**config.mk**
```make
export PLATFORM = sky130hd
export DESIGN_NAME = pipe_dest_tracker_flat
export DESIGN_NICKNAME = d
export VERILOG_FILES = /design/src/rtl/pipe_dest_tracker_if.sv /design/src/rtl/pipe_dest_tracker.sv /design/src/flat_wrapper.sv
export SDC_FILE = /design/constraint.sdc
export NUM_CORES = 1
export LEC_CHECK = 0
export BUFFER_PORTS_ARGS = -buffer_cell sky130_fd_sc_hd__buf_2
export CORE_AREA = 3 3 87 68
export DETAILED_ROUTE_END_ITERATION = 8
export DIE_AREA = 0 0 90 71
export SYNTH_ARGS = -nofsm -noshare
export SYNTH_HDL_FRONTEND = slang
export SYNTH_SLANG_ARGS = --single-unit
```
**constraint.sdc**
```tcl
create_clock -name clk -period 5.1 [get_ports clk]
set_input_delay 0.51 -clock clk [delete_from_list [all_inputs] [get_ports clk]]
set_output_delay 0.51 -clock clk [all_outputs]
set_load 0.1 [all_outputs]
```
**src/rtl/pipe_dest_tracker_if.sv**
```systemverilog
`default_nettype none
// ---------------------------------------------------------------------------
// pipe_dest_tracker_if : decode-side inputs and EX/MEM/WB destination outputs
// Revision: 1.0
// ---------------------------------------------------------------------------
interface pipe_dest_tracker_if #(
  parameter int REG_W = 3,
  parameter int CNT_W = 16
);
  logic             id_valid;
  logic [REG_W-1:0] id_rd;
  logic             id_reg_write;
  logic             id_mem_read;
  logic             stall;
  logic             flush;
  logic             id_ready;
  logic [REG_W-1:0] ex_rd;
  logic             ex_reg_write;
  logic             ex_mem_read;
  logic [REG_W-1:0] mem_rd;
  logic             mem_reg_write;
  logic [REG_W-1:0] wb_rd;
  logic             wb_reg_write;
  logic             retire_valid;
  logic [CNT_W-1:0] stall_cnt;
  logic [CNT_W-1:0] retire_cnt;

  modport master (
    output id_valid, id_rd, id_reg_write, id_mem_read, stall, flush,
    input  id_ready, ex_rd, ex_reg_write, ex_mem_read, mem_rd, mem_reg_write,
           wb_rd, wb_reg_write, retire_valid, stall_cnt, retire_cnt
  );

  modport slave (
    input  id_valid, id_rd, id_reg_write, id_mem_read, stall, flush,
    output id_ready, ex_rd, ex_reg_write, ex_mem_read, mem_rd, mem_reg_write,
           wb_rd, wb_reg_write, retire_valid, stall_cnt, retire_cnt
  );
endinterface
`default_nettype wire

```
**src/rtl/pipe_dest_tracker.sv**
```systemverilog
`default_nettype none
// ---------------------------------------------------------------------------
// pipe_dest_tracker : carries rd/reg_write/mem_read through EX, MEM and WB
// Revision: 1.0
// ---------------------------------------------------------------------------
module pipe_dest_tracker #(
  parameter int REG_W    = 3,
  parameter int ZERO_REG = 1,
  parameter int CNT_W    = 16
) (
  input  wire                 clk,
  input  wire                 rst_n,
  pipe_dest_tracker_if.slave  bus
);
  localparam logic [CNT_W-1:0] C_CNT_MAX = {CNT_W{1'b1}};

  logic             ex_valid_d,     ex_valid_q;
  logic [REG_W-1:0] ex_rd_d,        ex_rd_q;
  logic             ex_reg_write_d, ex_reg_write_q;
  logic             ex_mem_read_d,  ex_mem_read_q;
  logic             mem_valid_d,     mem_valid_q;
  logic [REG_W-1:0] mem_rd_d,        mem_rd_q;
  logic             mem_reg_write_d, mem_reg_write_q;
  logic             wb_valid_d,     wb_valid_q;
  logic [REG_W-1:0] wb_rd_d,        wb_rd_q;
  logic             wb_reg_write_d, wb_reg_write_q;
  logic [CNT_W-1:0] stall_cnt_d,  stall_cnt_q;
  logic [CNT_W-1:0] retire_cnt_d, retire_cnt_q;
  logic             w_mask_zero;

  assign w_mask_zero = (ZERO_REG != 0) && (bus.id_rd == '0);

  always_comb begin
    // Flush beats stall beats id_valid; anything not loaded is a bubble.
    ex_valid_d     = 1'b0;
    ex_rd_d        = '0;
    ex_reg_write_d = 1'b0;
    ex_mem_read_d  = 1'b0;
    if (!bus.flush && !bus.stall && bus.id_valid) begin
      ex_valid_d     = 1'b1;
      ex_rd_d        = bus.id_rd;
      ex_reg_write_d = bus.id_reg_write & ~w_mask_zero;
      ex_mem_read_d  = bus.id_mem_read  & ~w_mask_zero;
    end

    mem_valid_d     = ex_valid_q;
    mem_rd_d        = ex_rd_q;
    mem_reg_write_d = ex_reg_write_q;
    wb_valid_d      = mem_valid_q;
    wb_rd_d         = mem_rd_q;
    wb_reg_write_d  = mem_reg_write_q;

    stall_cnt_d = stall_cnt_q;
    if (bus.stall && (stall_cnt_q != C_CNT_MAX)) begin
      stall_cnt_d = stall_cnt_q + 1'b1;
    end
    retire_cnt_d = retire_cnt_q;
    if (mem_valid_q && (retire_cnt_q != C_CNT_MAX)) begin
      retire_cnt_d = retire_cnt_q + 1'b1;
    end
  end

  always_ff @(posedge clk) begin
    if (!rst_n) begin
      ex_valid_q      <= 1'b0;
      ex_rd_q         <= '0;
      ex_reg_write_q  <= 1'b0;
      ex_mem_read_q   <= 1'b0;
      mem_valid_q     <= 1'b0;
      mem_rd_q        <= '0;
      mem_reg_write_q <= 1'b0;
      wb_valid_q      <= 1'b0;
      wb_rd_q         <= '0;
      wb_reg_write_q  <= 1'b0;
      stall_cnt_q     <= '0;
      retire_cnt_q    <= '0;
    end else begin
      ex_valid_q      <= ex_valid_d;
      ex_rd_q         <= ex_rd_d;
      ex_reg_write_q  <= ex_reg_write_d;
      ex_mem_read_q   <= ex_mem_read_d;
      mem_valid_q     <= mem_valid_d;
      mem_rd_q        <= mem_rd_d;
      mem_reg_write_q <= mem_reg_write_d;
      wb_valid_q      <= wb_valid_d;
      wb_rd_q         <= wb_rd_d;
      wb_reg_write_q  <= wb_reg_write_d;
      stall_cnt_q     <= stall_cnt_d;
      retire_cnt_q    <= retire_cnt_d;
    end
  end

  assign bus.id_ready      = ~bus.stall;
  assign bus.ex_rd         = ex_rd_q;
  assign bus.ex_reg_write  = ex_reg_write_q;
  assign bus.ex_mem_read   = ex_mem_read_q;
  assign bus.mem_rd        = mem_rd_q;
  assign bus.mem_reg_write = mem_valid_q & mem_reg_write_q;
  assign bus.wb_rd         = wb_rd_q;
  assign bus.wb_reg_write  = wb_valid_q & wb_reg_write_q;
  assign bus.retire_valid  = wb_valid_q;
  assign bus.stall_cnt     = stall_cnt_q;
  assign bus.retire_cnt    = retire_cnt_q;
endmodule
`default_nettype wire

```
**src/flat_wrapper.sv**
```systemverilog
// flat-port wrapper written by rule: the top's interface ports become plain ports
module pipe_dest_tracker_flat 
#(
  parameter int REG_W    = 3,
  parameter int ZERO_REG = 1,
  parameter int CNT_W    = 16
)
  (clk, rst_n, bus_id_valid, bus_id_rd, bus_id_reg_write, bus_id_mem_read, bus_stall, bus_flush, bus_id_ready, bus_ex_rd, bus_ex_reg_write, bus_ex_mem_read, bus_mem_rd, bus_mem_reg_write, bus_wb_rd, bus_wb_reg_write, bus_retire_valid, bus_stall_cnt, bus_retire_cnt);
  pipe_dest_tracker_if #(.REG_W(REG_W), .CNT_W(CNT_W)) bus_i ();
  input  wire clk;
  input  wire rst_n;
  input wire logic [$bits(bus_i.id_valid)-1:0] bus_id_valid;
  input wire logic [$bits(bus_i.id_rd)-1:0] bus_id_rd;
  input wire logic [$bits(bus_i.id_reg_write)-1:0] bus_id_reg_write;
  input wire logic [$bits(bus_i.id_mem_read)-1:0] bus_id_mem_read;
  input wire logic [$bits(bus_i.stall)-1:0] bus_stall;
  input wire logic [$bits(bus_i.flush)-1:0] bus_flush;
  output wire logic [$bits(bus_i.id_ready)-1:0] bus_id_ready;
  output wire logic [$bits(bus_i.ex_rd)-1:0] bus_ex_rd;
  output wire logic [$bits(bus_i.ex_reg_write)-1:0] bus_ex_reg_write;
  output wire logic [$bits(bus_i.ex_mem_read)-1:0] bus_ex_mem_read;
  output wire logic [$bits(bus_i.mem_rd)-1:0] bus_mem_rd;
  output wire logic [$bits(bus_i.mem_reg_write)-1:0] bus_mem_reg_write;
  output wire logic [$bits(bus_i.wb_rd)-1:0] bus_wb_rd;
  output wire logic [$bits(bus_i.wb_reg_write)-1:0] bus_wb_reg_write;
  output wire logic [$bits(bus_i.retire_valid)-1:0] bus_retire_valid;
  output wire logic [$bits(bus_i.stall_cnt)-1:0] bus_stall_cnt;
  output wire logic [$bits(bus_i.retire_cnt)-1:0] bus_retire_cnt;
  assign bus_i.id_valid = bus_id_valid;
  assign bus_i.id_rd = bus_id_rd;
  assign bus_i.id_reg_write = bus_id_reg_write;
  assign bus_i.id_mem_read = bus_id_mem_read;
  assign bus_i.stall = bus_stall;
  assign bus_i.flush = bus_flush;
  assign bus_id_ready = bus_i.id_ready;
  assign bus_ex_rd = bus_i.ex_rd;
  assign bus_ex_reg_write = bus_i.ex_reg_write;
  assign bus_ex_mem_read = bus_i.ex_mem_read;
  assign bus_mem_rd = bus_i.mem_rd;
  assign bus_mem_reg_write = bus_i.mem_reg_write;
  assign bus_wb_rd = bus_i.wb_rd;
  assign bus_wb_reg_write = bus_i.wb_reg_write;
  assign bus_retire_valid = bus_i.retire_valid;
  assign bus_stall_cnt = bus_i.stall_cnt;
  assign bus_retire_cnt = bus_i.retire_cnt;
  pipe_dest_tracker #(.REG_W(REG_W), .ZERO_REG(ZERO_REG), .CNT_W(CNT_W)) u_core (.clk(clk), .rst_n(rst_n), .bus(bus_i));
endmodule
```
==> impl_summary.txt, run 1 <==
----------------------------------------------------
[Floorplan]
  Count of pins on the block boundary ... 57
  Die width ... 90 microns
  Num rows ... 23
  Full die area ... 0.00639 sq mm
  Height of the chip ... 71 microns
  Initial core utilization ... 0.391
  Area of the core ... 0.00524 sq mm

[Hold path]
  Launch instance of the worst min-delay path ... bus_id_mem_read
  Class of the tightest hold or removal check ... in2reg

[Clock tree]
  Maximum clock insertion buffer count ... 2
  Clock tree from TritonCTS ... done
  Number of clock sinks ... 48
  Post-CTS Hold Fix Bufs ... 0
  Clock slew at reported path FFs ... 90 ps
  Worst-Skew Late Latency ... 300 ps
  Setup repair bufs after CTS ... 0
  Post-CTS Resized ... 0
  Root Buffer Master ... clkbuf_8
  Number of clock buffers inserted by TritonCTS ... 5
  H-tree level count ... 2

[STA]
  Max Clock Skew ... just under 7 ps
  Finish-stage setup viols ... 0
  Slew at the pin with the worst max-slew slack ... 715 ps
  Number of hold violations in the final report ... 0
  Setup repair after global routing missed its margin ... false
  Remaining max-slew budget at the tightest pin ... 0.520
  Setup tns final ... 0 ps
  Fin crit period ... 1980 ps
  Maximum clock rate ... 505 MHz
  Post-route clock period utilization ... 0.388
  Final slew viol count ... 0

[Synth]
  Flops & latches, synth ... 48
  Total number of yosys warnings ... 0
  Mapped Cells ... 225
  Top_reg_cell synth ... dfxtp_1
  Number of distinct standard cells referenced by the synthesized netlist ... 44
  Synthesized net count ... roughly 240
  Share of synthesized flip-flops with an asynchronous set or reset ... 0
  Sequential fraction of the synthesis area ... 0.469
  Number of enable-type register cells in the synthesized netlist ... 0
  Avg Cell Area, Syn ... 9.11 sq um
  Mapped cell area ... 0.00205 sq mm

[Cells and area]
  Summed area of non-filler cells in the final layout ... 0.00251 sq mm
  Final nets ... 294
  Final instance count without filler cells ... 358
  Number of filler cells placed in the layout ... 534
  Commonest cells after routing, fill and taps aside ... buf_2, dfxtp_1, nor2_1
  Layout cell share with drive strength beyond 1 ... 0.258
  Leading cell type in the layout, fill and taps excluded ... buf_2
  Core Util, Final ... 0.480
  Synth-to-layout area growth ... 22.7%
  N_diodes ... 0

[Global routing]
  Maximum number of pins on one net before global-route repair ... 27
  Overflow left after global routing ... 0
  Global-route wire length before repair ... 7240 microns
  Via count of the first global-routing pass ... 1523
  GRT Total Usage ... 0.139
  Antenna violations before repair ... 0

[Detailed routing]
  Post-detailed-routing wire length ... 4580 microns
  Post-detailed-route count of antenna-violating nets ... 0
  Average routed wire per standard cell ... around 13 microns
  Number of vias after detailed routing ... 1765
  DR DRC count ... 0
  Initial drt markers ... 132
  Avg Vias per Cell ... 4.93
  First-pass iteration count of the detailed router ... 4

[Place]
  Routability congestion estimate from global placement ... 0.783
  Number of cells after detailed placement ... 350
  Cell area reported after detailed placement ... 0.00240 sq mm
  I/O Buffers ... 56
  Post-detailed-placement half-perimeter wirelength ... 3260 microns

[Power]
  Static Leakage ... 1.05 nW
  PwrDens ... between 200 and 300 mW/mm^2
  Total power ... 0.000708 W
  Worst IR drop on VDD ... ~0.15 mV

[Worst setup path]
  Required time of the worst setup path ... 4590 ps
  Arrival time reported for the critical path endpoint ... ~1500 ps
  Worst setup startpoint ... u_core.mem_valid_q
  Worst-case register-to-register setup slack ... 3140 ps
  Critical R2R Launch ... u_core.bus.stall_cnt[0]
  Critical path peak fanout ... 11
  Setup crit start kind ... register
  Endpoint kind of the worst setup timing path ... output port
  Class of the most critical setup path ... reg2out

[Run status]
  Run status ... finished clean

[Flow run]
  Max-cap check violation count ... 0

----------------------------------------------------
[synthesized netlist by cell type (2+ instances only)]
| master | instances | area (sq um) |
|---|---|---|
| dfxtp_1 | 48 | 961 |
| nor2_1 | 27 | 101 |
| and2_1 | 20 | 125 |
| nand2_1 | 16 | 60.1 |
| nand3_1 | 12 | 60.1 |
| xor2_1 | 12 | 105 |
| nand4_1 | 8 | 50.1 |
| nor3_1 | 8 | 40.0 |
| a21oi_1 | 7 | 35.0 |
| o21ai_0 | 7 | 35.0 |
| xnor2_1 | 7 | 61.3 |
| clkbuf_1 | 5 | 18.8 |
| inv_1 | 4 | 15.0 |
| or3_1 | 4 | 25.0 |
| mux2i_1 | 3 | 30.0 |
| o21a_1 | 3 | 22.5 |
| and4_1 | 2 | 17.5 |
| ha_1 | 2 | 25.0 |
| nand3_2 | 2 | 20.0 |
| o2111ai_1 | 2 | 17.5 |
| o211ai_1 | 2 | 15.0 |
| o21ai_2 | 2 | 17.5 |
[layout make-up]
class                   count  area, sq um  area share
multi-input cells         166         1050       0.416
flip-flops and latches     48          961       0.382
repair buffers             56          280       0.111
well taps                  75         93.8      0.0373
clock buffers               5         68.8      0.0274
clock inverters             3         46.3      0.0184
inverters                   5         18.8     0.00746
[report_power, final]
part           switching, W  internal, W  total [W]
registers        0.00000363     0.000378   0.000382
logic             0.0000370   0.00000824  0.0000452
clock network      0.000134     0.000148   0.000281
total              0.000174     0.000534   0.000708
[metal layers]
layer  vias up  track usage  routed length [microns]
met5         -            0                        0
met4         0       0.0492                       38
li1        906            -                        -
met3         5       0.0468                      329
met2        52        0.192                     1840
met1       802        0.201                     2370
[sequential cells by signal (all words and copies together) (netlist names)]
name / cells
u_core.mem_reg_write_q: 1
u_core.bus.wb_rd: 3
u_core.bus.ex_rd: 3
u_core.bus.retire_cnt: 16
u_core.mem_valid_q: 1
u_core.wb_reg_write_q: 1
u_core.bus.ex_reg_write: 1
u_core.ex_valid_q: 1
u_core.bus.ex_mem_read: 1
u_core.bus.mem_rd: 3
u_core.bus.stall_cnt: 16
u_core.bus.retire_valid: 1
[stage by stage]
step	hold slack, ps	setup WS [ps]
2_1_floorplan	412	2570
3_3_place_gp	422	3050
3_5_place_dp	426	3000
4_1_cts	398	3110
5_1_grt	414	2990
6_report	407	3120
[cell families (layout without fill, tap and decap cells)]
kind of cell,after synthesis,after routing,share of synthesized area
simple gates,108,108,0.288
mux,3,3,0.0147
compound gates,34,34,0.114
xor+xnor,19,19,0.0812
flops,48,48,0.469
buf+inv,11,69,0.0208
fa+ha+maj,2,2,0.0122
[critical path: stages, from the launching register on]
cell and delay (ps):
dfxtp_1 560, and2_1 190, buf_2 420
[final timing paths]
path                                                 end  depth (start not counted)
worst max-delay path                   bus_mem_reg_write                          2
worst min-delay path              u_core.bus.ex_mem_read                          2
worst max register to register  u_core.bus.stall_cnt[11]                          6
worst min register to register        u_core.mem_valid_q                          1
Note: power is estimated with default switching activity, not from simulation.
==> inputs of run 2 (changes only) <==
==> constraint.sdc (replaced) <==
create_clock -name clk -period 2 [get_ports clk]
set_input_delay 0.2 -clock clk [delete_from_list [all_inputs] [get_ports clk]]
set_output_delay 0.2 -clock clk [all_outputs]
set_load 0.1 [all_outputs]
==> run 2 against run 1 <==
Against the previous run: sequential power rose to 2.5 times the previous value; non-clock buffer count rose by 4; worst hold slack got worse by 310 ps; global-route usage rose by 0.61 points; sequential share of layout area rose by 0.84 points; first-iteration DRC count fell by 42%; clock power rose by 130%; setup slack got worse by 3000 ps; critical path depth rose by 4; utilization rose by 1.5 points; critical endpoint is now u_core.bus.stall_cnt[11].
==> impl_summary.txt, run 2 (same netlist as run 1, synthesis figures left out) <==
----------------------------------------------------
[Run status]
  Run status ... finished clean

[STA]
  Slew at the pin with the worst max-slew slack ... 515 ps
  Setup repair after global routing missed its margin ... false
  Setup tns final ... 0 ps
  Finish-stage setup viols ... 0
  Maximum clock rate ... roughly 550 MHz
  Number of hold violations in the final report ... 0
  Post-route clock period utilization ... 0.917
  Slack of the critical path ... 166 ps
  Max Clock Skew ... around 6.4 ps
  Final slew viol count ... 0
  Remaining max-slew budget at the tightest pin ... 0.654
  Fin crit period ... about 1800 ps

[Floorplan]
  Initial core utilization ... 0.391
  Height of the chip ... 71 microns
  Count of pins on the block boundary ... 57
  Die width ... roughly 90 microns
  Full die area ... 0.00639 sq mm
  Num rows ... 23
  Area of the core ... 0.00524 sq mm

[Detailed routing]
  First-pass iteration count of the detailed router ... 4
  Avg Vias per Cell ... 4.84
  Average routed wire per standard cell ... between 10 and 15 microns
  Initial drt markers ... 76
  Post-detailed-routing wire length ... 4380 microns
  Post-detailed-route count of antenna-violating nets ... 0
  DR DRC count ... 0
  Number of vias after detailed routing ... 1751

[Place]
  I/O Buffers ... 56
  Post-detailed-placement half-perimeter wirelength ... 3260 microns
  Setup slack after placement ... between 150 and 200 ps
  Routability congestion estimate from global placement ... about 0.84

[Clock tree]
  Setup repair bufs after CTS ... 0
  Post-CTS Hold Fix Bufs ... 0
  Clock tree from TritonCTS ... done
  Maximum clock insertion buffer count ... 2
  H-tree level count ... 2
  Clock slew at reported path FFs ... 90 ps
  Number of clock buffers inserted by TritonCTS ... 5
  Post-CTS Resized ... 0
  Worst-Skew Late Latency ... around 300 ps
  Number of clock sinks ... 48
  Root Buffer Master ... clkbuf_8

[Worst setup path]
  Series of cell instances along the critical path ... ha_1 -> inv_1 -> or3_1 -> o211a_1 -> nand4_1 -> mux2i_1
  Worst-case reg-to-reg path depth ... 6
  Endpoint kind of the worst setup timing path ... register
  Setup crit start kind ... register
  Largest delay contributor family on the critical path ... simple AND/OR/NAND/NOR gates
  Required time of the worst setup path ... 2220 ps
  Class of the most critical setup path ... reg2reg
  Maximum single-stage delay on the critical path ... 490 ps
  Number of cells on the critical path ... 6
  Cell with the largest stage delay on the worst path ... or3_1
  Critical path peak fanout ... 7
  Arrival time reported for the critical path endpoint ... 2060 ps
  Number of buffer and inverter stages on the critical path ... 1

[Cells and area]
  Area occupied by registers ... 0.00101 sq mm
  Core Util, Final ... 0.495
  Final nets ... a little under 300
  Footprint of the multi-input gates ... 0.00105 sq mm
  Commonest cells after routing, fill and taps aside ... buf_2, nor2_1, dfxtp_2
  N_diodes ... 0
  Layout cell share with drive strength beyond 1 ... 0.376
  Number of filler cells placed in the layout ... 532
  Synth-to-layout area growth ... 26.5%
  Leading cell type in the layout, fill and taps excluded ... buf_2

[Global routing]
  Overflow left after global routing ... 0
  GRT Total Usage ... 0.145
  Global-route wire length before repair ... 7750 microns
  Antenna violations before repair ... 0
  Via count of the first global-routing pass ... 1648
  Maximum number of pins on one net before global-route repair ... 24

[Power]
  PwrDens ... 674 mW/mm^2
  Static Leakage ... 1.08 nW
  Worst IR drop on VDD ... 0.393 mV

[Hold path]
  Hold path cells ... 2
  Class of the tightest hold or removal check ... in2reg

[Flow run]
  Max-cap check violation count ... 0

----------------------------------------------------
==> run 2: cell types whose count changed in the layout (fill, tap and decap cells not counted), sizes merged <==
cell,previous run,this run
buf,56,60
bufinv,1,0
clkbuf,5,6
clkinv,1,3
clkinvlp,1,0
inv,5,4
==> run 2: path summary, 6_finish.rpt <==
kind	end	startpoint	slack, ps
worst max-delay path	u_core.bus.stall_cnt[11]	u_core.bus.stall_cnt[0]	170
worst max register to register	u_core.bus.stall_cnt[11]	u_core.bus.stall_cnt[0]	170
worst min register to register	u_core.mem_valid_q	u_core.ex_valid_q	440
worst min-delay path	u_core.bus.ex_reg_write	bus_id_reg_write	100
==> run 2: through the flow <==
stage / instances / hold WS, ps / total power [W] / cell area, sq um
after global placement: 354 / 401 / 0.00111 / 2480
after detailed placement: 354 / 407 / 0.00111 / 2480
final: 362 / 98.1 / 0.00175 / 2590
after global routing: 362 / 92.0 / 0.00183 / 2590
after CTS: 362 / 85.6 / 0.00178 / 2590
after floorplan: 225 / 310 / 0.00108 / 2100
==> run 2: layout make-up <==
class                           instances  share of cell area
Clock buffer                            6              0.0362
Clock inverter                          2             0.00676
Inverter                                5             0.00724
Multi-Input combinational cell        166               0.403
Sequential cell                        48               0.390
Tap cell                               75              0.0362
Timing Repair Buffer                   60               0.120
==> run 2: power breakdown <==
part           internal [W]  leakage [nW]  total (W)  switching [W]
logic             0.0000233         0.623   0.000118      0.0000951
registers          0.000960         0.405   0.000968     0.00000828
clock network      0.000327        0.0565   0.000660       0.000333
==> run 2: worst register-to-register path, cell delays in order (launching register included) <==
cell     delay, ps
dfxtp_4        380
ha_1           210
inv_1           70
or3_1          490
o211a_1        310
nand4_1        110
mux2i_1        180
==> run 2: layer usage <==
| layer | part of all wire | GRT usage | up-vias |
|---|---|---|---|
| li1 | - | - | 915 |
| met1 | 0.52 | 0.205 | 786 |
| met2 | 0.40 | 0.214 | 48 |
| met3 | 0.071 | 0.0457 | 2 |
| met4 | 0.0055 | 0.0407 | 0 |
| met5 | 0 | 0 | - |
==> inputs of run 3 (changes only) <==
--- a/config.mk
+++ b/config.mk
@@ -6,9 +6,11 @@
 export NUM_CORES = 1
 export LEC_CHECK = 0
 export BUFFER_PORTS_ARGS = -buffer_cell sky130_fd_sc_hd__buf_2
+export CAP_MARGIN = 30
 export CORE_AREA = 3 3 87 68
 export DETAILED_ROUTE_END_ITERATION = 8
 export DIE_AREA = 0 0 90 71
+export HOLD_SLACK_MARGIN = 0.1
 export SYNTH_ARGS = -nofsm -noshare
 export SYNTH_HDL_FRONTEND = slang
 export SYNTH_SLANG_ARGS = --single-unit
==> constraint.sdc (replaced) <==
create_clock -name clk -period 2 [get_ports clk]
set_input_delay 0.4 -clock clk [delete_from_list [all_inputs] [get_ports clk]]
set_output_delay 0.4 -clock clk [all_outputs]
set_load 0.1 [all_outputs]
==> run 3 against run 2 <==
Against the previous run: die area is the same; register-to-register slack barely moved; setup slack got worse by 5.3 ps; global-route usage is 0.22 points lower; power grew 0.45%; via count grew 2.9%; combinational power about the same; largest power group unchanged; non-clock buffer count grew 1; critical path depth fell by 4.
==> impl_summary.txt, run 3 (same netlist as run 1, synthesis figures left out) <==
----------------------------------------------------
[Floorplan]
  Height of the chip ... 71 microns
  Count of pins on the block boundary ... 57
  Die width ... 90 microns
  Initial core utilization ... 0.391
  Full die area ... 0.00639 sq mm
  Area of the core ... 0.00524 sq mm
  Num rows ... 23

[Detailed routing]
  DR DRC count ... 0
  Average routed wire per standard cell ... about 12 microns
  Post-detailed-routing wire length ... 4510 microns
  Initial drt markers ... 88
  Avg Vias per Cell ... a little under 5
  Post-detailed-route count of antenna-violating nets ... 0
  First-pass iteration count of the detailed router ... 4
  Number of vias after detailed routing ... ~1800

[Global routing]
  Antenna violations before repair ... 0
  GRT Total Usage ... 0.143
  Global-route wire length before repair ... 7530 microns
  Met2 Usage GRT ... 0.207
  Layer carrying the most global-route usage ... met1
  Global routing usage on met3 ... 0.0383
  Maximum number of pins on one net before global-route repair ... 17
  Overflow left after global routing ... 0
  Global Route met1 Usage ... 0.207
  Via count of the first global-routing pass ... 1574

[Place]
  Post-detailed-placement half-perimeter wirelength ... 3330 microns
  Number of cells after detailed placement ... 355
  Routability congestion estimate from global placement ... between 0.8 and 0.9
  Setup slack after placement ... 187 ps
  I/O Buffers ... 56

[Hold path]
  Hold Path Sink ... u_core.bus.ex_mem_read
  Class of the tightest hold or removal check ... in2reg
  Launch instance of the worst min-delay path ... bus_id_mem_read
  Hold path cells ... 2

[Power]
  Worst IR drop on VDD ... about 0.34 mV
  Static Leakage ... 1.09 nW
  Total power ... about 0.0018 W
  PwrDens ... around 670 mW/mm^2

[Clock tree]
  Root Buffer Master ... clkbuf_8
  Number of clock sinks ... 48
  Number of clock buffers inserted by TritonCTS ... 5
  Worst-Skew Late Latency ... 300 ps
  Clock tree from TritonCTS ... done
  H-tree level count ... 2
  Clock slew at reported path FFs ... 90 ps
  Maximum clock insertion buffer count ... 2
  Post-CTS Hold Fix Bufs ... 0
  Setup repair bufs after CTS ... 0
  Post-CTS Resized ... 0

[STA]
  Post-route clock period utilization ... 0.920
  Remaining max-slew budget at the tightest pin ... 0.653
  Slew at the pin with the worst max-slew slack ... 516 ps
  Slack of the critical path ... 161 ps
  Max Clock Skew ... between 10 and 15 ps
  Setup repair after global routing missed its margin ... false
  Finish-stage setup viols ... 0
  Worst slack on hold paths ... 300 ps
  Final slew viol count ... 0
  Maximum clock rate ... 544 MHz
  Number of hold violations in the final report ... 0
  Fin crit period ... 1840 ps

[Worst setup path]
  Worst-case reg-to-reg path depth ... 6
  Setup crit start kind ... register
  Critical path peak fanout ... 11
  Required time of the worst setup path ... 1600 ps
  R2r endpoint ... u_core.bus.stall_cnt[11]
  Critical R2R Launch ... u_core.bus.stall_cnt[0]
  Class of the most critical setup path ... reg2out
  Arrival time reported for the critical path endpoint ... 1440 ps
  Endpoint kind of the worst setup timing path ... output port
  Worst-case register-to-register setup slack ... around 170 ps

[Cells and area]
  N_diodes ... 0
  Leading cell type in the layout, fill and taps excluded ... buf_2
  Final instance count without filler cells ... approximately 360
  Number of filler cells placed in the layout ... 525
  Final nets ... 299
  Layout cell share with drive strength beyond 1 ... 0.382
  Synth-to-layout area growth ... 26.8%
  Commonest cells after routing, fill and taps aside ... buf_2, nor2_1, dfxtp_2

[Run status]
  Run status ... finished clean

[Flow run]
  Max-cap check violation count ... 0

----------------------------------------------------
==> run 3: changes by cell type in the layout (fill, tap and decap cells not counted), sizes merged <==
cell / before / now
buf: 60 / 61
clkinv: 3 / 1
inv: 4 / 6
==> run 3: worst max-delay path by stage <==
stage,from,end,depth (start not counted)
2_1_floorplan,u_core.bus.stall_cnt[14],u_core.bus.stall_cnt[11],6
3_3_place_gp,u_core.bus.stall_cnt[0],u_core.bus.stall_cnt[11],6
3_5_place_dp,u_core.bus.stall_cnt[0],u_core.bus.stall_cnt[11],6
4_1_cts,u_core.mem_valid_q,bus_mem_reg_write,2
5_1_grt,u_core.bus.stall_cnt[0],u_core.bus.stall_cnt[11],6
6_report,u_core.mem_valid_q,bus_mem_reg_write,2
==> run 3: cell type report <==
cell class / count / area (sq um) / area share
Clock buffer: 6 / 93.8 / 0.0361
Clock inverter: 2 / 15.0 / 0.00578
Inverter: 5 / 18.8 / 0.00722
Multi-Input combinational cell: 166 / 1050 / 0.403
Sequential cell: 48 / 1010 / 0.390
Tap cell: 75 / 93.8 / 0.0361
Timing Repair Buffer: 61 / 318 / 0.122
==> run 3: where the power goes <==
group / leakage, nW / total, W / internal, W / switching (W)
clock: 0.0573 / 0.000665 / 0.000328 / 0.000337
sequential: 0.405 / 0.000968 / 0.000960 / 0.00000853
combinational: 0.628 / 0.000121 / 0.0000255 / 0.0000957
==> run 3: through the flow <==
| stage | area, sq um | TNS (ps) | utilization |
|---|---|---|---|
| after CTS | 2600 | 0 | 0.496 |
| after global routing | 2600 | 0 | 0.496 |
| after floorplan | 2100 | -1.03 | - |
| after detailed placement | 2490 | 0 | 0.475 |
| final | 2600 | 0 | 0.496 |
| after global placement | 2490 | 0 | 0.475 |
==> run 3: worst max-delay path, stage by stage (launching register included) <==
cell and delay (ps):
dfxtp_1 550, and2_1 180, buf_2 420
==> run 3: metal layers <==
metal  part of all wire  wire length, microns
met1               0.52                  2360
met2               0.40                  1820
met3              0.066                   298
met4             0.0067                    30
met5                  0                     0
